--- config.mk ---
export PLATFORM = sky130hd
export DESIGN_NAME = median_filter_frame_ctrl
export DESIGN_NICKNAME = d
export VERILOG_FILES = /design/src/rtl/median_filter_frame_ctrl.sv
export SDC_FILE = /design/constraint.sdc
export NUM_CORES = 1
export LEC_CHECK = 0
export BUFFER_PORTS_ARGS = -buffer_cell sky130_fd_sc_hd__buf_4
export CAP_MARGIN = 5
export CORE_MARGIN = 5
export CORE_UTILIZATION = 45
export CTS_BUF_LIST = sky130_fd_sc_hd__clkbuf_8 sky130_fd_sc_hd__clkbuf_16
export DETAILED_ROUTE_END_ITERATION = 8
export PLACE_DENSITY = 0.63
export SLEW_MARGIN = 10
export SYNTH_ARGS = -nofsm -noshare
export SYNTH_HDL_FRONTEND = slang
export SYNTH_SLANG_ARGS = --single-unit
export TNS_END_PERCENT = 20
--- constraint.sdc ---
create_clock -name clk_i -period 5.9 [get_ports clk_i]
set_input_delay 1.18 -clock clk_i [delete_from_list [all_inputs] [get_ports clk_i]]
set_output_delay 1.18 -clock clk_i [all_outputs]
set_load 0.1 [all_outputs]
--- src/rtl/median_filter_frame_ctrl.sv ---
// Frame-synchronous enable controller for the median filter: applies enable changes only between frames,
// checks frame geometry and counts frames. Define MEDIAN_FILTER_FRAME_CTRL_WDT_EN to add an in-frame stall watchdog.
module median_filter_frame_ctrl #(
  parameter int unsigned FRAME_RES_X = 1920,
  parameter int unsigned FRAME_RES_Y = 1080,
  parameter int unsigned WDT_CYCLES  = 65536
) (
  input  logic        clk_i,
  input  logic        rst_n_i,
  input  logic        en_req_i,
  input  logic        vid_tvalid_i,
  input  logic        vid_tready_i,
  input  logic        vid_tuser_i,
  input  logic        vid_tlast_i,
  input  logic        clr_err_i,
  output logic        filt_en_o,
  output logic        in_frame_o,
  output logic [31:0] frame_cnt_o,
  output logic        geom_err_o
);

  localparam int unsigned PX_W = (FRAME_RES_X > 1) ? $clog2(FRAME_RES_X) : 1;
  localparam int unsigned LN_W = (FRAME_RES_Y > 1) ? $clog2(FRAME_RES_Y) : 1;
  localparam logic [PX_W-1:0] PX_LAST = PX_W'(FRAME_RES_X - 1);
  localparam logic [LN_W-1:0] LN_LAST = LN_W'(FRAME_RES_Y - 1);
  localparam logic SOF_IS_EOL = (FRAME_RES_X == 1);
  localparam logic SOF_IS_EOF = (FRAME_RES_X == 1) && (FRAME_RES_Y == 1);

  typedef enum logic {ST_WAIT_SOF, ST_IN_FRAME} state_t;

  state_t          r_state, w_state_nxt;
  logic [PX_W-1:0] r_px, w_px_nxt;
  logic [LN_W-1:0] r_line, w_line_nxt;
  logic            r_filt_en, w_filt_en_nxt;
  logic            r_in_frame, w_in_frame_nxt;
  logic [31:0]     r_frame_cnt, w_frame_cnt_nxt;
  logic            r_geom_err, w_geom_err_nxt;
  logic            w_hs, w_eol_exp, w_err_evt, w_eof;

`ifdef MEDIAN_FILTER_FRAME_CTRL_WDT_EN
  localparam int unsigned WDT_W = (WDT_CYCLES > 1) ? $clog2(WDT_CYCLES) : 1;
  localparam logic [WDT_W-1:0] WDT_LAST = WDT_W'(WDT_CYCLES - 1);
  logic [WDT_W-1:0] r_wdt, w_wdt_nxt;
`endif

  assign w_hs = vid_tvalid_i && vid_tready_i;

  // State register and all datapath registers
  always_ff @(posedge clk_i or negedge rst_n_i) begin
    if (!rst_n_i) begin
      r_state     <= ST_WAIT_SOF;
      r_px        <= '0;
      r_line      <= '0;
      r_filt_en   <= 1'b0;
      r_in_frame  <= 1'b0;
      r_frame_cnt <= '0;
      r_geom_err  <= 1'b0;
`ifdef MEDIAN_FILTER_FRAME_CTRL_WDT_EN
      r_wdt       <= '0;
`endif
    end else begin
      r_state     <= w_state_nxt;
      r_px        <= w_px_nxt;
      r_line      <= w_line_nxt;
      r_filt_en   <= w_filt_en_nxt;
      r_in_frame  <= w_in_frame_nxt;
      r_frame_cnt <= w_frame_cnt_nxt;
      r_geom_err  <= w_geom_err_nxt;
`ifdef MEDIAN_FILTER_FRAME_CTRL_WDT_EN
      r_wdt       <= w_wdt_nxt;
`endif
    end
  end

  // Next-state, geometry check and output updates
  always_comb begin
    w_state_nxt     = r_state;
    w_px_nxt        = r_px;
    w_line_nxt      = r_line;
    w_filt_en_nxt   = r_filt_en;
    w_frame_cnt_nxt = r_frame_cnt;
    w_geom_err_nxt  = r_geom_err;
    w_eol_exp       = 1'b0;
    w_err_evt       = 1'b0;
    w_eof           = 1'b0;

    case (r_state)
      ST_WAIT_SOF: begin
        if (w_hs && vid_tuser_i) begin
          if (SOF_IS_EOF) begin
            w_eof = 1'b1;
          end else begin
            w_state_nxt = ST_IN_FRAME;
            w_px_nxt    = SOF_IS_EOL ? PX_W'(0) : PX_W'(1);
            w_line_nxt  = SOF_IS_EOL ? LN_W'(1) : LN_W'(0);
          end
        end else begin
          w_filt_en_nxt = en_req_i;
        end
      end
      ST_IN_FRAME: begin
        if (w_hs) begin
          w_eol_exp = (r_px == PX_LAST);
          if (vid_tuser_i || (vid_tlast_i != w_eol_exp)) begin
            w_err_evt = 1'b1;
          end else if (w_eol_exp) begin
            w_px_nxt = '0;
            if (r_line == LN_LAST) w_eof = 1'b1;
            else                   w_line_nxt = r_line + LN_W'(1);
          end else begin
            w_px_nxt = r_px + PX_W'(1);
          end
        end
`ifdef MEDIAN_FILTER_FRAME_CTRL_WDT_EN
        else if (r_wdt == WDT_LAST) begin
          w_err_evt = 1'b1;
        end
`endif
      end
      default: w_state_nxt = ST_WAIT_SOF;
    endcase

    // Pending enable request lands on the same edge that closes the frame
    if (w_eof) begin
      w_state_nxt     = ST_WAIT_SOF;
      w_px_nxt        = '0;
      w_line_nxt      = '0;
      w_frame_cnt_nxt = r_frame_cnt + 32'd1;
      w_filt_en_nxt   = en_req_i;
    end
    if (w_err_evt) begin
      w_state_nxt = ST_WAIT_SOF;
      w_px_nxt    = '0;
      w_line_nxt  = '0;
    end

    if (clr_err_i) w_geom_err_nxt = 1'b0;
    if (w_err_evt) w_geom_err_nxt = 1'b1;

    w_in_frame_nxt = (w_state_nxt == ST_IN_FRAME);
  end

`ifdef MEDIAN_FILTER_FRAME_CTRL_WDT_EN
  always_comb begin
    w_wdt_nxt = '0;
    if ((r_state == ST_IN_FRAME) && (w_state_nxt == ST_IN_FRAME) && !w_hs)
      w_wdt_nxt = r_wdt + WDT_W'(1);
  end
`endif

  assign filt_en_o   = r_filt_en;
  assign in_frame_o  = r_in_frame;
  assign frame_cnt_o = r_frame_cnt;
  assign geom_err_o  = r_geom_err;

endmodule

# Yosys cells after proc, flatten, opt, wreduce, memory -nomap -nowiden
# Cells that the tools add are included.
# W data, S select, Z words.
word_totals:
  register_bits: 57
  input_bits: 8
  output_inout_bits: 35
  word_cells: 59
op_classes:
  add_sub_neg: 3
  n_eq_ne: 10
  n_mux: 32
  bitwise: 1
  reduce_logical: 7
op_table:
  columns: ["op", "n"]
  rows:
  - ["$mux W11", 13]
  - ["$pmux W11 S2", 2]
  - ["$add A32 B1 Y32 const B", 1]
  - ["$add A11 B1 Y11 const B", 2]
  - ["$eq A11 B11 Y1 const B", 2]
  - ["$mux W1", 17]
  - ["$ne A4 B4 Y1 const B", 3]
  - ["$ne A4 B1 Y1 const B", 2]
  - ["$reduce_and A5 Y1", 1]
  - ["$reduce_and A3 Y1", 1]
  - ["$logic_and A1 B1 Y1", 2]
  - ["$ne A2 B1 Y1 const B", 1]
  - ["$ne A2 B2 Y1 const B", 1]
  - ["$reduce_and A2 Y1", 1]
  - ["$reduce_bool A2 Y1", 1]
  - ["$logic_or A1 B1 Y1", 1]
  - ["$ne A1 B1 Y1", 1]
  - ["$not A1 Y1", 1]

# Longest topological paths before layout
logic_depth:
  word_depth: 8
  depth_mapped: 9
  mapped_depth_nobuf: 7

# Worst setup path after synthesis
# OpenSTA, ideal clock, no wires.
synth_path:
  kind: "input-to-reg"
  from: "input vid_tuser_i"
  to: "register r_frame_cnt[21], in the netlist frame_cnt_o[21]"
  setup_time_ps: 163
  t_arrival_ps: 2612
  t_required_ps: 5737
  path_slack_ps: 3125
  stages: 7
  path_buffers: 1
  path_cell_list: "nand4b_2 > nor4_2 > nand2_1 > or3_1 > buf_2 > nor3_2 > xor2_1"
synth_via:
  elab_chain_len: 4
synth_lines:
  columns: ["element", "line", "text"]
  rows:
  - ["from (decl)", "13", "input logic vid_tuser_i,"]
  - ["$logic_or A1 B1 Y1", "104", "if (vid_tuser_i || (vid_tlast_i != w_eol_exp)) begin"]
  - ["$mux W1", "104", null]
  - ["$mux W1", "102", "if (w_hs) begin"]
  - ["$mux W1", "87", "case (r_state)"]
  - ["to (signal assigned)", "67", "r_frame_cnt <= w_frame_cnt_nxt;"]
  - ["to (decl)", "36", "logic [31:0] r_frame_cnt, w_frame_cnt_nxt;"]
# Every way passes these cells.
# A chain may end at the register's enable or synchronous reset.

# Worst setup path in the final report
# Ends and elaborated chain as after synthesis.

==> results.cfg <==
[cts]
cts_tree = done
cts.path.max_buffers = 2
cts.clk_slew.worst_paths_ns = 0.07
insertion_delay_ns = 0.34
htreeDepth = 3
post-cts-setup-buffers = 0
ctsResizeCount = 0
cts_hold_buf = 0
cts_buffers = 9
cts-root-buf = clkbuf_8
cts_sinks = 57

[cells_and_area]
drive_above_1_share = 0.215
seq_area_um2 = 1430
num_antenna_cells = 0
area_delta_synth_final_pct = 19.1
n_fill_cell = 567
nNetsFinal = 350
multi_input_area_um2 = 1480
final_cells = 421
finish.instance_area_um2 = 3560

[drt]
post-route-drc-count = 0
num_vias = 2365
initialDrtViolationCount = 114
met3WireLength_um = 324
routedWlPerCell_um = 15.5
dr.max_layer_used = met4
ant_nets = 0
wl_met1_mm = 3.37
viasPerCell = 5.62
dr.pass1.iters = 4
postRouteWirelength_mm = 6.52
wl_met2_mm = 2.73

[yosys]
yosysWarnings = 0
synth_top_area_frac = 0.477
synthCells = 295
synth.distinct_cells = 49
ys_async_sr_fraction = 1.00
ys_ff_latch = 57
yosysMostFrequentCell = dfrtp_1
avgSynthCellArea_um2 = 10.1
synthFlopType = dfrtp_1
synthTopCellsByCount = 57 x dfrtp_1, 33 x nand2_1, 22 x nor2_1, 22 x xnor2_1, 20 x nand3_1
yosysTopAreaCell = dfrtp_1
synth-edff-count = 0
synth_area_um2 = 2990
syn_nets = 306
yosys-top-cells-area = dfrtp_1 48%, xnor2_1 6.4%, nand2_1 4.1%
ys_seq_area_frac = 0.477

[placed_design]
place_area_um2 = 3350
gp_congestion = 0.786
port_buffers = 42
post-place-cells = 405
dp_hpwl_mm = 4.67

[die]
die_height_um = 91.5
design.core.area_um2 = 6420
io_pins = 43
fp.dieW_um = 91.5
initial_core_util = 0.465
fp-row-count = 29
die_area_um2 = 8370

[pwr]
power_density_nw_per_um2 = 240
p_leak_nw = 1.59
power_w = 0.000855
peakVddDrop_mv = 0.138

[critical_path]
path_cells = buf_4 > nand4b_2 > nor4_2 > nand2_1 > or3_1 > nor3_2 > xor2_1
path_buf_inv = 1
path_max_fanout = 6
crit_required_ns = 6.16
slowest_delay_ns = 0.52
startpoint_type = input port
cp_top_family = simple AND/OR/NAND/NOR gates
crit_type = in -> reg
critPathSlowestCell = or3_1
crit_arrival_ns = 3.11
end_kind = flip-flop

[global_route]
grtUsageTotal = 0.166
grt_pass1_vias = 2311
antenna_found_initial = 0
gr-total-overflow = 0
grt_max_degree = 58
grt_pass1_wl_mm = 11.2

[timing]
finClkSkew_ns = 0.0108
final_max_slew_viol_count = 0
setup_viol = 0
finalHoldViolCount = 0
relSlewSlack = 0.348
fin_crit_sh = 0.483
tightest_slew_ns = 0.974
setup_tns_ns = 0
fmax_ghz = 0.351
finalCriticalPeriod_ns = 2.85
grt_setup_unrepaired = false

[outcome]
status = finished clean

[job]
drv_cap = 0

[min_path]
holdCritPathClass = reg -> reg
-- cell families after synthesis --
family / after synthesis / share of synthesized area
and+or+nand+nor: 140 / 0.274
DFF: 57 / 0.477
AOI/OAI and AO/OA: 43 / 0.108
xor gates and xnor gates: 32 / 0.0938
buffers and inverters: 18 / 0.0264
adders and majority gates: 3 / 0.0126
muxes: 2 / 0.00754
-- power breakdown --
| part | switching [W] | total, W | internal [W] |
|---|---|---|---|
| sequential | 0.00000926 | 0.000406 | 0.000396 |
| clock | 0.000166 | 0.000372 | 0.000207 |
| combinational | 0.0000579 | 0.0000767 | 0.0000187 |
| total | 0.000233 | 0.000855 | 0.000622 |
-- path summary, 6_finish.rpt --
check,start,endpoint,slack (ns),cells after the start
worst min register to register,frame_cnt_o[31],frame_cnt_o[31],0.48,1
min in group asynchronous,rst_n_i,r_line[5],0.90,1
max in group asynchronous,rst_n_i,filt_en_o,4.53,1
worst max register to register,r_px[0],frame_cnt_o[21],3.40,7
worst min-delay path,frame_cnt_o[31],frame_cnt_o[31],0.48,1
worst max-delay path,vid_tuser_i,frame_cnt_o[21],3.05,7
-- worst reg2reg max path: cells and delay by family (launching register included) --
kind,cells,cell delay [ns]
xor gates and xnor gates,1,0.16
and+or+nand+nor,5,1.58
adders and majority gates,1,0.26
DFF,1,0.42
-- area by class of cell --
cell class,instances,area share
timing repair buffer,42,0.0886
sequential,57,0.401
clock buffer,10,0.0387
tap,77,0.0271
clock inverter,6,0.0190
multi-input combinational,220,0.417
inverter,9,0.00949
-- metrics by stage --
step | setup WS (ns) | utilization | hold slack [ns]
after floorplan | 3.13 | - | 0.474
after global placement | 2.87 | 0.522 | 0.479
after detailed placement | 2.73 | 0.522 | 0.480
after CTS | 3.08 | 0.554 | 0.491
after global routing | 2.97 | 0.554 | 0.497
final | 3.05 | 0.554 | 0.481
-- flip-flops by register name (all words and copies together), names as in the netlist --
register     count
geom_err_o       1
in_frame_o       1
r_line          11
frame_cnt_o     32
r_px            11
filt_en_o        1
-- metal layers --
layer	up-vias	track usage
met5	-	0
met1	1143	0.243
met2	41	0.226
li1	1171	-
met4	0	0.0716
met3	10	0.0463
-- placed cells by master, fill, tap and decap left out, types with 3 or more instances in the layout --
cell type	count
dfrtp_1	57
buf_4	42
nand2_1	33
nor2_1	22
xnor2_1	22
nand3_1	20
nand4_1	16
nor3_1	10
o21ai_0	10
xor2_1	10
clkbuf_8	10
inv_1	9
o31ai_1	8
and3_1	7
o211ai_1	5
nor2b_1	4
and4_1	4
a21oi_1	3
or3_1	3
nor4_2	3
a31o_2	3
ha_1	3
Power figures use the tool's default switching activity.
